## src/rtl/gold_silver_ctrl_pkg.sv

```systemverilog
// Shared constants, golden-packet id type and LFSR step for the MinBD priority controller.
package gold_silver_ctrl_pkg;

  localparam int NUM_PORT   = 4;
  localparam int NODE_NUM   = 16;
  localparam int WIDTH_NODE = 4;
  localparam int WIDTH_SEQ  = 3;
  localparam int EPOCH_LEN  = 64;

  localparam logic [15:0] LFSR_SEED = 16'hACE1;
  // Taps 16,14,13,11 expressed as bit positions 15,13,12,10.
  localparam logic [15:0] LFSR_TAPS = 16'hB400;

  typedef struct packed {
    logic [WIDTH_NODE-1:0] node;
    logic [WIDTH_SEQ-1:0]  seq;
  } golden_id_t;

  function automatic logic [15:0] lfsr_next(input logic [15:0] cur);
    return {cur[14:0], ^(cur & LFSR_TAPS)};
  endfunction

endpackage

```

## src/rtl/rr_pick4.sv

```systemverilog
// Combinational 4-way round-robin picker: first request at or above ptr_i, wrapping.
module rr_pick4
  import gold_silver_ctrl_pkg::*;
(
  input  logic [3:0] req_i,
  input  logic [1:0] ptr_i,
  output logic [3:0] grant_o,
  output logic [1:0] idx_o,
  output logic       any_o
);

  logic       found_s;
  logic [1:0] pos_s;
  logic [1:0] idx_s;

  // Scan the four positions starting at the pointer; the first hit wins.
  always_comb begin
    found_s = 1'b0;
    idx_s   = 2'b00;
    pos_s   = 2'b00;
    for (int k = 0; k < 4; k++) begin
      pos_s = ptr_i + 2'(k);
      if (!found_s && req_i[pos_s]) begin
        found_s = 1'b1;
        idx_s   = pos_s;
      end else begin
        found_s = found_s;
      end
    end
  end

  // Expand the winning index to a one-hot grant.
  always_comb begin
    if (found_s) begin
      grant_o = 4'b0001 << idx_s;
    end else begin
      grant_o = 4'b0000;
    end
  end

  assign idx_o = idx_s;
  assign any_o = found_s;

endmodule

```

## src/rtl/gold_silver_ctrl.sv

```systemverilog
// Golden-epoch keeper, gold/silver tagger and tie-break LFSR feeding the MinBD arbiter tree.
module gold_silver_ctrl #(
  parameter int          NUM_PORT   = gold_silver_ctrl_pkg::NUM_PORT,
  parameter int          NODE_NUM   = gold_silver_ctrl_pkg::NODE_NUM,
  parameter int          WIDTH_NODE = gold_silver_ctrl_pkg::WIDTH_NODE,
  parameter int          WIDTH_SEQ  = gold_silver_ctrl_pkg::WIDTH_SEQ,
  parameter int          EPOCH_LEN  = gold_silver_ctrl_pkg::EPOCH_LEN,
  parameter logic [15:0] LFSR_SEED  = gold_silver_ctrl_pkg::LFSR_SEED
) (
  input  logic                           clk,
  input  logic                           reset,
  input  logic                           en,
  input  logic [NUM_PORT-1:0]            vld_vec,
  input  logic [NUM_PORT*WIDTH_NODE-1:0] src_vec,
  input  logic [NUM_PORT*WIDTH_SEQ-1:0]  seq_vec,
  output logic [NUM_PORT-1:0]            gold_vec,
  output logic [NUM_PORT-1:0]            silver_vec,
  output logic [1:0]                     rand_num,
  output logic [WIDTH_NODE-1:0]          golden_node,
  output logic [WIDTH_SEQ-1:0]           golden_seq,
  output logic                           epoch_tick
);
  import gold_silver_ctrl_pkg::*;

  localparam int                    CNT_W     = $clog2(EPOCH_LEN);
  localparam logic [CNT_W-1:0]      CNT_LAST  = CNT_W'(EPOCH_LEN - 1);
  localparam logic [WIDTH_NODE-1:0] NODE_LAST = WIDTH_NODE'(NODE_NUM - 1);
  // An all-zero seed would lock the LFSR, so it is replaced by 1.
  localparam logic [15:0]           SEED_EFF  = (LFSR_SEED == 16'h0000) ? 16'h0001 : LFSR_SEED;

  logic [CNT_W-1:0]      epoch_cnt_q, epoch_cnt_d;
  logic [WIDTH_NODE-1:0] node_q, node_d;
  logic [WIDTH_SEQ-1:0]  seq_q, seq_d;
  logic [15:0]           lfsr_q, lfsr_d;
  logic [1:0]            rr_ptr_q, rr_ptr_d;
  logic                  tick_q, tick_d;

  logic [NUM_PORT-1:0]   cand_s;
  logic [3:0]            grant_s;
  logic [1:0]            win_idx_s;
  logic                  win_any_s;

  // Tag every valid flit belonging to the current golden packet.
  always_comb begin
    gold_vec = '0;
    for (int i = 0; i < NUM_PORT; i++) begin
      if (vld_vec[i]
          && (src_vec[i*WIDTH_NODE +: WIDTH_NODE] == node_q)
          && (seq_vec[i*WIDTH_SEQ +: WIDTH_SEQ] == seq_q)) begin
        gold_vec[i] = 1'b1;
      end else begin
        gold_vec[i] = 1'b0;
      end
    end
  end

  assign cand_s = vld_vec & ~gold_vec;

  rr_pick4 u_rr_pick4 (
    .req_i   (cand_s),
    .ptr_i   (rr_ptr_q),
    .grant_o (grant_s),
    .idx_o   (win_idx_s),
    .any_o   (win_any_s)
  );

  assign silver_vec = grant_s;

  // Epoch counter and golden id advance; the golden node only moves when seq rolls over.
  always_comb begin
    epoch_cnt_d = epoch_cnt_q;
    node_d      = node_q;
    seq_d       = seq_q;
    tick_d      = tick_q;
    if (en) begin
      if (epoch_cnt_q == CNT_LAST) begin
        epoch_cnt_d = '0;
        tick_d      = 1'b1;
        seq_d       = seq_q + WIDTH_SEQ'(1);
        if (&seq_q) begin
          if (node_q == NODE_LAST) begin
            node_d = '0;
          end else begin
            node_d = node_q + WIDTH_NODE'(1);
          end
        end else begin
          node_d = node_q;
        end
      end else begin
        epoch_cnt_d = epoch_cnt_q + CNT_W'(1);
        tick_d      = 1'b0;
      end
    end else begin
      epoch_cnt_d = epoch_cnt_q;
    end
  end

  // LFSR step and round-robin pointer update, both gated by en.
  always_comb begin
    lfsr_d   = lfsr_q;
    rr_ptr_d = rr_ptr_q;
    if (en) begin
      lfsr_d = lfsr_next(lfsr_q);
      if (win_any_s) begin
        rr_ptr_d = win_idx_s + 2'd1;
      end else begin
        rr_ptr_d = rr_ptr_q;
      end
    end else begin
      lfsr_d = lfsr_q;
    end
  end

  // State registers with asynchronous reset.
  always_ff @(posedge clk or posedge reset) begin
    if (reset) begin
      epoch_cnt_q <= '0;
      node_q      <= '0;
      seq_q       <= '0;
      lfsr_q      <= SEED_EFF;
      rr_ptr_q    <= 2'd0;
      tick_q      <= 1'b0;
    end else begin
      epoch_cnt_q <= epoch_cnt_d;
      node_q      <= node_d;
      seq_q       <= seq_d;
      lfsr_q      <= lfsr_d;
      rr_ptr_q    <= rr_ptr_d;
      tick_q      <= tick_d;
    end
  end

  assign rand_num    = lfsr_q[1:0];
  assign golden_node = node_q;
  assign golden_seq  = seq_q;
  assign epoch_tick  = tick_q;

endmodule

```

## config.mk

```make
export PLATFORM = sky130hd
export DESIGN_NAME = gold_silver_ctrl
export DESIGN_NICKNAME = d
export VERILOG_FILES = /design/src/rtl/gold_silver_ctrl_pkg.sv /design/src/rtl/rr_pick4.sv /design/src/rtl/gold_silver_ctrl.sv
export SDC_FILE = /design/constraint.sdc
export NUM_CORES = 1
export LEC_CHECK = 0
export BUFFER_PORTS_ARGS = -buffer_cell sky130_fd_sc_hd__buf_2
export CAP_MARGIN = 10
export CORE_MARGIN = 2
export CORE_UTILIZATION = 53
export DETAILED_ROUTE_END_ITERATION = 6
export GPL_TIMING_DRIVEN = 0
export PLACE_DENSITY = 0.8
export SYNTH_ARGS = -nofsm -noshare
export SYNTH_HDL_FRONTEND = slang
export SYNTH_SLANG_ARGS = --single-unit
```

## constraint.sdc

```tcl
create_clock -name clk -period 3.2 [get_ports clk]
set_input_delay 0 -clock clk [delete_from_list [all_inputs] [get_ports clk]]
set_output_delay 0 -clock clk [all_outputs]
set_load 0.005 [all_outputs]
```

==> impl_metrics.json <==
{
  "cp.required_ns": 3.20,
  "internal_power_mw": 1.09,
  "regArea_um2": 811,
  "cp-end-kind": "output port",
  "fin_worst_skew_ns": 0.00559,
  "htreeDepth": 2,
  "cts_root_buf": "clkbuf_8",
  "hold_viol_final": 0,
  "yosys.area_share.simple_pct": 11.7,
  "synth_edf_count": 0,
  "dr.pass1.iters": 4,
  "clock.fmax_mhz": 397,
  "outcome": "complete, no violations",
  "cts_buffers": 5,
  "worstPathMaxFanout": 8,
  "io_pins": 53,
  "reg2regPathDepth": 9,
  "antenna_left": 0,
  "grt_pass1_wl_um": 6040,
  "synthArstFlopShare_pct": 100,
  "power.leakage_nw": 1.17,
  "clockBufferDepth": 2,
  "ir_worst_vdd_v": 0.000479,
  "initial_core_util_pct": 55.5,
  "wl_per_cell_um": 12.6,
  "critPathArrivalTime_ns": 2.52,
  "syn_nets": 220,
  "routed_via_density": 5.15,
  "drive_gt1_share_pct": 44.2,
  "synth_compound_gate_area_share_pct": 9.23,
  "crit_chain": "buf_6 -> xnor2_1 -> nand4_1 -> o41ai_4 -> a21boi_1 -> o21bai_1 -> a21o_1 -> ha_1 -> and2_1 -> buf_2",
  "nets": 281,
  "drc": 0,
  "pwr-share-seq_pct": 46.1,
  "ys_seq_area_share_pct": 39.9,
  "start_kind": "flop",
  "clock_latency_ns": 0.28,
  "core_region_area_mm2": 0.00366,
  "synthCells": 178,
  "fin_tns_setup_ns": 0,
  "period_share_pct": 78.6,
  "maxCapViolCount": 0,
  "gp_congestion": 0.768,
  "die_w_um": 65.9,
  "post-synth-top-area-cell": "dfrtp_1",
  "synth_xor_area_share_pct": 17.5,
  "hp-class": "in2reg",
  "slew_violations": 0,
  "path_class": "reg2out",
  "synth_top_area_share_pct": 29.5,
  "vias": 1484,
  "first_iter_violations": 39,
  "die_area_mm2": 0.00435,
  "synth_adder_area_share_pct": 4.31,
  "synth_top_family_by_area": "XOR/XNOR gates",
  "synth.distinct_cells": 46,
  "n_fill_cell": 286,
  "gr-total-overflow": 0,
  "power.density_mw_per_mm2": 630,
  "period_minus_slack_ns": 2.52,
  "p_sw_share_pct": 29.9,
  "synth_flop_cell": "dfrtp_1",
  "synth_warnings": 0,
  "synth_mux_area_share_pct": 11.8,
  "multi_input_area_mm2": 0.00111,
  "rows": 22,
  "yosys_register_bits": 32,
  "die_h_um": 65.9,
  "drt-total-wl_um": 3620,
  "final_core_utilization_pct": 67.4,
  "antenna_cells": 0,
  "clk_pin_slew_ns": 0.06,
  "min_path_cells": 2,
  "grt_pass1_vias": 1470,
  "grt_start_max_net_pins": 33,
  "synthToLayoutAreaGrowth_pct": 21.4,
  "cpMaxStageDelayCell": "o41ai_4",
  "rsz0062_at_grt": "false",
  "placement.io_buffers": 52,
  "max_slew_margin_pct": 55.0,
  "synthMostInstantiatedCell": "xnor2_1",
  "critPathMaxStageDelay_ns": 0.40,
  "avgSynthCellArea_um2": 11.4,
  "p_clk_share_pct": 19.8,
  "setup_viol": 0,
  "cts_tree": "done",
  "tightest_slew_ns": 0.674,
  "antenna_found_initial": 0,
  "track_usage_pct": 18.3,
  "netlist_area_mm2": 0.00203,
  "dp_hpwl_um": 2870,
  "synthTopCellsByCount": "xnor2_1, dfrtp_1, mux2_2, dfstp_2, nand2_1",
  "clock-sinks": 32,
  "netSwitchingPower_mw": 0.465,
  "synth_area_leaders": "dfrtp_1, xnor2_1, dfstp_2, mux2_2, ha_1",
  "p_comb_share_pct": 34.1
}
## flip-flops by register name, indices dropped and copies added (netlist names)
| name | flops |
|---|---|
| golden_node | 4 |
| epoch_cnt_q | 6 |
| lfsr_q | 16 |
| golden_seq | 3 |
| epoch_tick | 1 |
| rr_ptr_q | 2 |
## layer usage
metal	vias up	track usage [%]	routed length [µm]
met5	-	0	0
met4	0	10.2	85
met3	11	4.77	246
met2	49	31.8	1780
met1	697	20.3	1510
li1	727	-	-
## power groups by stage
stage	Clock, mW	Combinational (mW)	Sequential (mW)
2_1_floorplan	0	0.416	0.693
3_3_place_gp	0	0.518	0.720
3_5_place_dp	0	0.536	0.726
4_1_cts	0.322	0.539	0.719
5_1_grt	0.337	0.603	0.746
6_report	0.307	0.530	0.716
## placed cells by master, fill, tap and decap left out, types with 2 or more instances in the layout
master / Yosys / final
buf_2: 5 / 57
xnor2_1: 29 / 29
dfrtp_1: 24 / 24
mux2_2: 16 / 16
nand2_1: 8 / 8
dfstp_2: 8 / 8
ha_1: 7 / 7
nor2_1: 6 / 6
xor2_1: 6 / 6
inv_1: 6 / 6
clkbuf_8: 0 / 6
nand4_1: 5 / 5
and2_1: 5 / 5
clkbuf_1: 2 / 4
buf_6: 4 / 4
nand3_1: 3 / 3
xnor2_2: 3 / 3
o21ai_1: 3 / 3
a21oi_1: 3 / 3
mux2_1: 3 / 3
and4_1: 2 / 2
nor3_1: 2 / 2
a21o_1: 2 / 2
nor2b_1: 2 / 2
buf_4: 2 / 2
## final cells by class
class                   instances  area share [%]
multi-input cells             127            44.9
flip-flops and latches         32            32.8
repair buffers                 54            11.6
plain buffers                  13            3.75
clock buffers                   8            3.65
well taps                      48            2.43
inverters                       6           0.912
## final timing paths
check	from	endpoint	slack (ns)
max	golden_node[2]	silver_vec[1]	0.68
min	en	lfsr_q[15]	0.06
min reg2reg	epoch_tick	epoch_tick	0.48
max reg2reg	golden_node[2]	rr_ptr_q[1]	0.74
max in group asynchronous	reset	lfsr_q[7]	2.22
min in group asynchronous	reset	lfsr_q[8]	0.36
## metrics by stage
step	hold slack, ns	instances	power (mW)	area (µm²)	worst slack [ns]
global placement	0.303	278	1.24	2350	0.768
detailed placement	0.315	278	1.26	2350	0.742
CTS	0.0435	286	1.58	2440	0.661
finish	0.0646	288	1.55	2470	0.684
global route	0.0630	288	1.69	2470	0.478
floorplan	0.0769	178	1.11	2030	0.940
## logic make-up after synthesis
logic type	Yosys count
adder cells (fa/ha/maj)	7
XOR/XNOR	38
flip-flops	32
buffers and inverters	19
AO/OA/AOI/OAI	21
AND/OR/NAND/NOR	40
multiplexers	21
## critical path: cells and delay by family, from the launching register on
kind	cells	cell delay, ns
xor gates and xnor gates	1	0.16
buffers and inverters	2	0.27
adders and majority gates	1	0.17
and+or+nand+nor	2	0.31
AOI/OAI and AO/OA	4	0.92
DFF	1	0.39
## repair_timing
item	CTS	global route
gates resized for setup	0	0
endpoints found under the hold margin	0	11
hold buffers	0	1
buffers inserted	0	0
setup endpoints to repair	0	0
Note: power is estimated with default switching activity, not from simulation.
